[src/rtl/sr_bank_driver.sv]
// SR flip-flop bank driver: drives a target pattern onto an SR bank,
// verifies q/qbar feedback, retries up to MAX_TRY times.
module sr_bank_driver #(
  parameter int WIDTH   = 8,
  parameter int MAX_TRY = 3
) (
  input  logic             clk,
  input  logic             rst,
  input  logic             req_valid,
  output logic             req_ready,
  input  logic [WIDTH-1:0] req_data,
  output logic [WIDTH-1:0] s_out,
  output logic [WIDTH-1:0] r_out,
  input  logic [WIDTH-1:0] q_in,
  input  logic [WIDTH-1:0] qbar_in,
  output logic             busy,
  output logic             done,
  output logic             err,
  output logic [WIDTH-1:0] err_mask
);

  typedef enum logic [1:0] {
    IDLE,
    DRIVE,
    SETTLE,
    CHECK
  } state_e;

  localparam logic [3:0] MaxTry = 4'(MAX_TRY);

  state_e           state_q, state_d;
  logic [WIDTH-1:0] target_q, target_d;
  logic [3:0]       try_q, try_d;
  logic [WIDTH-1:0] err_mask_q, err_mask_d;
  logic [WIDTH-1:0] fail_vec;
  logic [WIDTH-1:0] s_cmd;

  // qbar must be the complement of target; q==qbar always fails one term
  assign fail_vec = (q_in ^ target_q) | ~(qbar_in ^ target_q);
  assign s_cmd    = target_q & ~q_in;

  assign req_ready = (state_q == IDLE);
  assign busy      = (state_q != IDLE);
  assign err_mask  = err_mask_q;

  always_comb begin
    state_d    = state_q;
    target_d   = target_q;
    try_d      = try_q;
    err_mask_d = err_mask_q;
    s_out      = '0;
    r_out      = '0;
    done       = 1'b0;
    err        = 1'b0;
    unique case (state_q)
      IDLE: begin
        if (req_valid) begin
          target_d   = req_data;
          try_d      = 4'd1;
          err_mask_d = '0;
          state_d    = DRIVE;
        end
      end
      DRIVE: begin
        // reset term masked by set term so the pair can never overlap
        s_out   = s_cmd;
        r_out   = ~target_q & q_in & ~s_cmd;
        state_d = SETTLE;
      end
      SETTLE: begin
        state_d = CHECK;
      end
      CHECK: begin
        if (fail_vec == '0) begin
          done    = 1'b1;
          state_d = IDLE;
        end else if (try_q < MaxTry) begin
          try_d   = try_q + 4'd1;
          state_d = DRIVE;
        end else begin
          err        = 1'b1;
          err_mask_d = fail_vec;
          state_d    = IDLE;
        end
      end
      default: state_d = IDLE;
    endcase
  end

  always_ff @(posedge clk) begin
    if (rst) begin
      state_q    <= IDLE;
      target_q   <= '0;
      try_q      <= '0;
      err_mask_q <= '0;
    end else begin
      state_q    <= state_d;
      target_q   <= target_d;
      try_q      <= try_d;
      err_mask_q <= err_mask_d;
    end
  end

endmodule

[config.mk]
export PLATFORM = sky130hd
export DESIGN_NAME = sr_bank_driver
export DESIGN_NICKNAME = d
export VERILOG_FILES = /design/src/rtl/sr_bank_driver.sv
export SDC_FILE = /design/constraint.sdc
export NUM_CORES = 1
export LEC_CHECK = 0
export CAP_MARGIN = 20
export CORE_MARGIN = 4
export CORE_UTILIZATION = 44
export CTS_BUF_LIST = sky130_fd_sc_hd__clkbuf_16
export DETAILED_ROUTE_END_ITERATION = 8
export DONT_BUFFER_PORTS = 1
export PLACE_DENSITY_LB_ADDON = 0.15
export SLEW_MARGIN = 20
export SYNTH_ARGS = -nofsm -noshare
export SYNTH_HDL_FRONTEND = slang
export SYNTH_SLANG_ARGS = --single-unit
[constraint.sdc]
create_clock -name clk -period 2.2 [get_ports clk]
set_clock_uncertainty 0.15 [all_clocks]
set_input_delay 0.55 -clock clk [delete_from_list [all_inputs] [get_ports clk]]
set_output_delay 0.55 -clock clk [all_outputs]
set_load 0.03 [all_outputs]
# ---- Word level (Yosys, flattened, before mapping)
# Cells that the tools add are included.
dict set report word_totals {
  register_bits 22
  latchBits 0
  ramBits 0
  romBits 0
  input_bits 27
  out_inout_bits 28
  mem_count 0
}
dict set report op_classes {
  addsub 1
  multipliers 0
  div_mod_pow 0
  magnitude_cmp 1
  eq_ne 7
  shifts 0
  n_mux 19
  bitwise 10
  n_reduce_logical 7
}
# cell count
set op_table {}
lappend op_table {{$mux W8} 5}
lappend op_table {{$not A8 Y8} 4}
lappend op_table {{$and A8 B8 Y8} 3}
lappend op_table {{$pmux W8 S2} 1}
lappend op_table {{$xor A8 B8 Y8} 2}
lappend op_table {{$mux W4} 3}
lappend op_table {{$logic_not A8 Y1} 1}
lappend op_table {{$ne A2 B2 Y1 const B} 4}
lappend op_table {{$or A8 B8 Y8} 1}
lappend op_table {{$pmux W2 S4} 1}
lappend op_table {{$pmux W4 S2} 1}
lappend op_table {{$reduce_and A4 Y1} 2}
lappend op_table {{$mux W1} 7}
lappend op_table {{$add A4 B1 Y4 const B} 1}
lappend op_table {{$eq A2 B2 Y1 const B} 2}
lappend op_table {{$lt A4 B2 Y1 const B} 1}
lappend op_table {{$reduce_bool A2 Y1} 2}
lappend op_table {{$eq A2 B1 Y1 const B} 1}
lappend op_table {{$logic_not A2 Y1} 1}
lappend op_table {{$mux W2} 1}
lappend op_table {{$reduce_and A2 Y1} 1}

# ---- Longest topological paths before layout
dict set report logic_depth {
  ltp_word 6
  depth_mapped 8
}

# ---- Least setup slack after synthesis
# OpenSTA, ideal clock, no wires.
dict set report synth_path {
  path_type {input port to output port}
  startpoint {input port q_in[2]}
  endpoint {output port done}
  arrival_time_ps 1730
  required_ps 1500
  path_slack_ps -230
  path_stages 5
  n_path_buf 0
  path_cell_list {inv_1 ha_1 nand4_1 nor4_4 and2_2}
}
dict set report synth_via {
  elab_chain_len 5
}
# item line_no
set synth_rtl {}
lappend synth_rtl {{start, declared} 14} ;# input logic [WIDTH-1:0] q_in,
lappend synth_rtl {{$xor A8 B8 Y8} 39} ;# assign fail_vec = (q_in ^ target_q) | ~(qbar_in ^ target_q);
lappend synth_rtl {{$or A8 B8 Y8} 39}
lappend synth_rtl {{$logic_not A8 Y1} 74} ;# if (fail_vec == '0) begin
lappend synth_rtl {{$mux W1} 74}
lappend synth_rtl {{$mux W1} 55} ;# unique case (state_q)
lappend synth_rtl {{end, declared} 17} ;# output logic done,
# Every way passes these cells.

# ---- Worst setup path after layout
dict set report layout_path {
  startpoint {register target_q[5]}
  endpoint {output port done}
}
dict set report layout_via {
  elab_chain_len 6
  word_cells_on_any_way 7
}
# item line_no
set layout_rtl {}
lappend layout_rtl {{start, declared} 32} ;# logic [WIDTH-1:0] target_q, target_d;
lappend layout_rtl {{start signal, assigned} 98} ;# target_q <= target_d;
lappend layout_rtl {{$xor A8 B8 Y8} 39}
lappend layout_rtl {{$not A8 Y8} 39}
lappend layout_rtl {{$or A8 B8 Y8 *} 39}
lappend layout_rtl {{$logic_not A8 Y1 *} 74}
lappend layout_rtl {{$mux W1 *} 74}
lappend layout_rtl {{$mux W1 *} 55}
# Every way passes the cells marked *; elsewhere a longest branch is shown, timed or not.

==> flow_summary.rst <==
.. list-table::
   :header-rows: 1

   * - Metric
     - Value
   * - Dominant cell by count in the synthesized netlist
     - inv_1
   * - Post-route cell area
     - 1846 um^2
   * - Static power due to leakage
     - 0.7732 nW
   * - Filler Cells Inserted
     - 273
   * - Post-synthesis instance total
     - 177
   * - Total wirelength of the detailed-routed design
     - 3400 um
   * - Run status
     - complete, but fails checks
   * - Least setup slack across all paths after layout
     - -205.2 ps
   * - Count of flip-flops with a built-in enable after synthesis
     - 0
   * - Ratio of cells with drive above 1 in the final layout
     - 26.88%
   * - Startpoint of the tightest hold check path
     - rst
   * - Class of the worst hold path
     - input port to flip-flop
   * - Root cell of the clock tree
     - clkbuf_16
   * - Vertical die dimension
     - 65.88 um
   * - Post-synthesis async set-or-reset flop share
     - 0%
   * - Max stage delay on crit path
     - 390 ps
   * - Effective utilization at floorplan
     - 47.12%
   * - All-layer global routing usage
     - 16.18%
   * - Worst reg2reg setup slack
     - 120 ps
   * - Max cap viols
     - 0
   * - Die ar.
     - 4340 um^2
   * - Instance count along the most critical hold path
     - 1
   * - Site Rows
     - 20
   * - Kind of start point of the critical path
     - flip-flop
   * - Sum of overflow across all layers after global routing
     - 0
   * - Portion of the post-synthesis area used by sequential elements
     - 29.88%
   * - Most used DFF post-synth
     - dfxtp_1
   * - Area of the mapped netlist
     - 1474 um^2
   * - Library cell with the largest summed area after synthesis
     - dfxtp_1
   * - Crit share post-route
     - 109.3%
   * - Max clock buf depth
     - 2
   * - Slew at the pin closest to its max-slew limit
     - 404.6 ps
   * - Number of vias after detailed routing
     - 1199
   * - Wire length of the first global-routing pass
     - 5333 um
   * - Post-Synthesis Mean Instance Area
     - 8.327 um^2
   * - Maximum fanout along the worst path
     - 4
   * - Routed vias/inst
     - 5.213
   * - Number of buffers created by CTS
     - 3
   * - Sequence of cells on the critical path
     - ha_4 > nand4_1 > nor4_4 > and2_4
   * - Data required, critical path
     - 1500 ps
   * - Horizontal die dimension
     - 65.88 um
   * - Number of inserted diodes
     - 0
   * - Worst-case reg-to-reg path depth
     - 7
   * - Half-perimeter wire length after detailed placement
     - 2550 um
   * - Worst Setup End Kind
     - output pin
   * - Total setup violations reported at the end of the flow
     - 2
   * - Number of violations reported at the end of detailed-routing iteration 0
     - 21
   * - Class of the most critical setup path
     - flip-flop to output pin
   * - Power per unit of standard cell area
     - 978.0 nW/um^2
   * - Clock-pin slew of the registers on the worst-case setup and hold paths
     - 60 ps
   * - Leading cell types by total area after synthesis
     - dfxtp_1 30%, ha_1 17%, and2_1 8.1%
   * - Post-synth net total
     - 224
   * - DP Worst Slack
     - -156.8 ps
   * - Minimum period implied by the final worst setup slack
     - 2405 ps
   * - Yosys Warn Count
     - 0
   * - Routed wire length per instance
     - 14.78 um
   * - GP Congestion
     - 0.7988
   * - Setup repair after global routing missed its margin
     - true
   * - Synth top area share
     - 29.88%
   * - Vias in the first global route
     - 1159
   * - Standard cell area after detailed placement
     - 1609 um^2
   * - Final setup TNS
     - -390.8 ps
   * - Count of state elements after synthesis
     - 22
   * - TritonCTS clock tree
     - done
   * - Commonest cells post-synth
     - 28 x inv_1, 22 x dfxtp_1, 21 x nand2_1
   * - Pin count of the biggest net entering global routing
     - 31
   * - CP max stage cell
     - nor4_4
   * - RR Endpoint
     - err_mask[4]$_SDFFE_PP0P_
   * - Highest ir drop seen on vdd
     - 0.9060 mV
   * - Area growth, synth to finish
     - 25.21%
   * - Violated checks
     - negative setup slack
   * - First-pass iteration count of the detailed router
     - 4
   * - Final max-slew violation count
     - 0
   * - Worst path top cell family by delay
     - simple AND/OR/NAND/NOR gates
   * - Hold endpoint
     - target_q[1]$_SDFFE_PP0P_
   * - Number of remaining DRC errors
     - 0
   * - Total area of multi-input combinational cells
     - 1061 um^2
   * - Reg2reg start
     - target_q[5]$_SDFFE_PP0P_
   * - Worst slew margin relative to its limit
     - 72.96%
   * - Final Hold Violating Endpoints
     - 0
   * - Final layout net count
     - 234
   * - Initial antenna violation count
     - 0
   * - Core Region
     - 3128 um^2
   * - Number of ports placed on the die boundary
     - 55
   * - Latest clock arrival within the worst-skew pair
     - 250 ps
   * - Detail Route Antenna Nets
     - 0
   * - PortBufs
     - 0
   * - Depth of the CTS H-tree
     - 1
   * - Count of unique library cells instantiated by Yosys
     - 31
   * - Fmax achieved
     - 415.8 MHz
   * - Seq. cell area
     - 452.9 um^2
   * - Arrival time reported for the critical path endpoint
     - 1710 ps
   * - Buffering stage count on the worst path with inverters included
     - 0
   * - Clk sinks
     - 22
==> stage by stage <==
| stage | util (%) | cells | power, mW | hold WS, ps |
|---|---|---|---|---|
| after floorplan | - | 177 | 1.151 | 297.3 |
| after global placement | 51.44 | 224 | 1.333 | 315.5 |
| after detailed placement | 51.44 | 224 | 1.371 | 322.1 |
| after CTS | 56.12 | 229 | 1.794 | 196.9 |
| after global routing | 59.00 | 230 | 1.943 | 194.9 |
| final | 59.00 | 230 | 1.805 | 209.5 |
==> what timing repair did <==
item	in CTS	in global routing
buffers inserted	1	1
resized for setup	10	14
hold buffers	0	0
pin swaps	3	4
hold endpoints to repair	0	0
gates cloned	0	0
endpoints found under the setup margin	2	9
==> sequential cells by signal, indices dropped and copies added (netlist names) <==
signal    cells
state_q       2
target_q      8
err_mask      8
try_q         4
==> metal layers <==
layer	GRT usage [%]	share of wire, %	up-vias
met4	3.109	0.97	0
met5	0	0	-
met2	31.04	53	29
met3	5.272	6.5	4
met1	16.96	39	564
li1	-	-	602
==> worst reg2reg max path, delay by kind of cell, from the launching register on <==
kind	cells	cell delay, ps
adders and majority gates	1	270
buffers and inverters	2	310
AOI/OAI and AO/OA	2	310
and+or+nand+nor	2	560
DFF	1	370
==> worst max path at each step <==
stage	slack, ps	startpoint	to	depth (start not counted)
after detailed placement	-160	q_in[4]	done	5
after global placement	-120	q_in[4]	done	5
after floorplan	-160	q_in[4]	done	5
after global routing	-290	target_q[5]$_SDFFE_PP0P_	done	4
after CTS	-180	target_q[3]$_SDFFE_PP0P_	done	4
final	-210	target_q[5]$_SDFFE_PP0P_	done	4
==> report_power, final <==
group	switching (mW)	internal, mW	leakage, nW
combinational	0.555	0.325	0.553
clock	0.142	0.242	0.0385
sequential	0.0771	0.463	0.182
total	0.774	1.03	0.773
==> cells in the final DEF, fill, tap and decap left out, types with 2 or more instances in the layout <==
cell / count
a21oi_1: 9
xor2_2: 3
nand4_1: 4
inv_1: 23
nand2_1: 21
ha_2: 2
inv_2: 3
o32ai_1: 2
dfxtp_2: 4
ha_4: 6
dfxtp_1: 16
xor2_1: 5
buf_4: 11
nor3_1: 2
and2_1: 19
dfxtp_4: 2
a21o_1: 7
o32ai_2: 7
ha_1: 12
nor2_1: 6
clkbuf_16: 3
==> kinds of logic after synthesis <==
group | share of synthesized area [%]
buf+inv | 9.762
flops | 29.88
simple gates | 21.73
mux | 0.6791
fa+ha+maj | 16.98
compound gates | 16.22
xor+xnor | 4.754
==> area by class of cell <==
class | count | share of cell area, %
multi-input combinational | 121 | 57.49
clock buffer | 3 | 4.068
sequential | 22 | 24.54
timing repair buffer | 11 | 4.475
inverter | 28 | 6.237
tap | 44 | 2.983
clock inverter | 1 | 0.2034
Note: power is estimated with default switching activity, not from simulation.
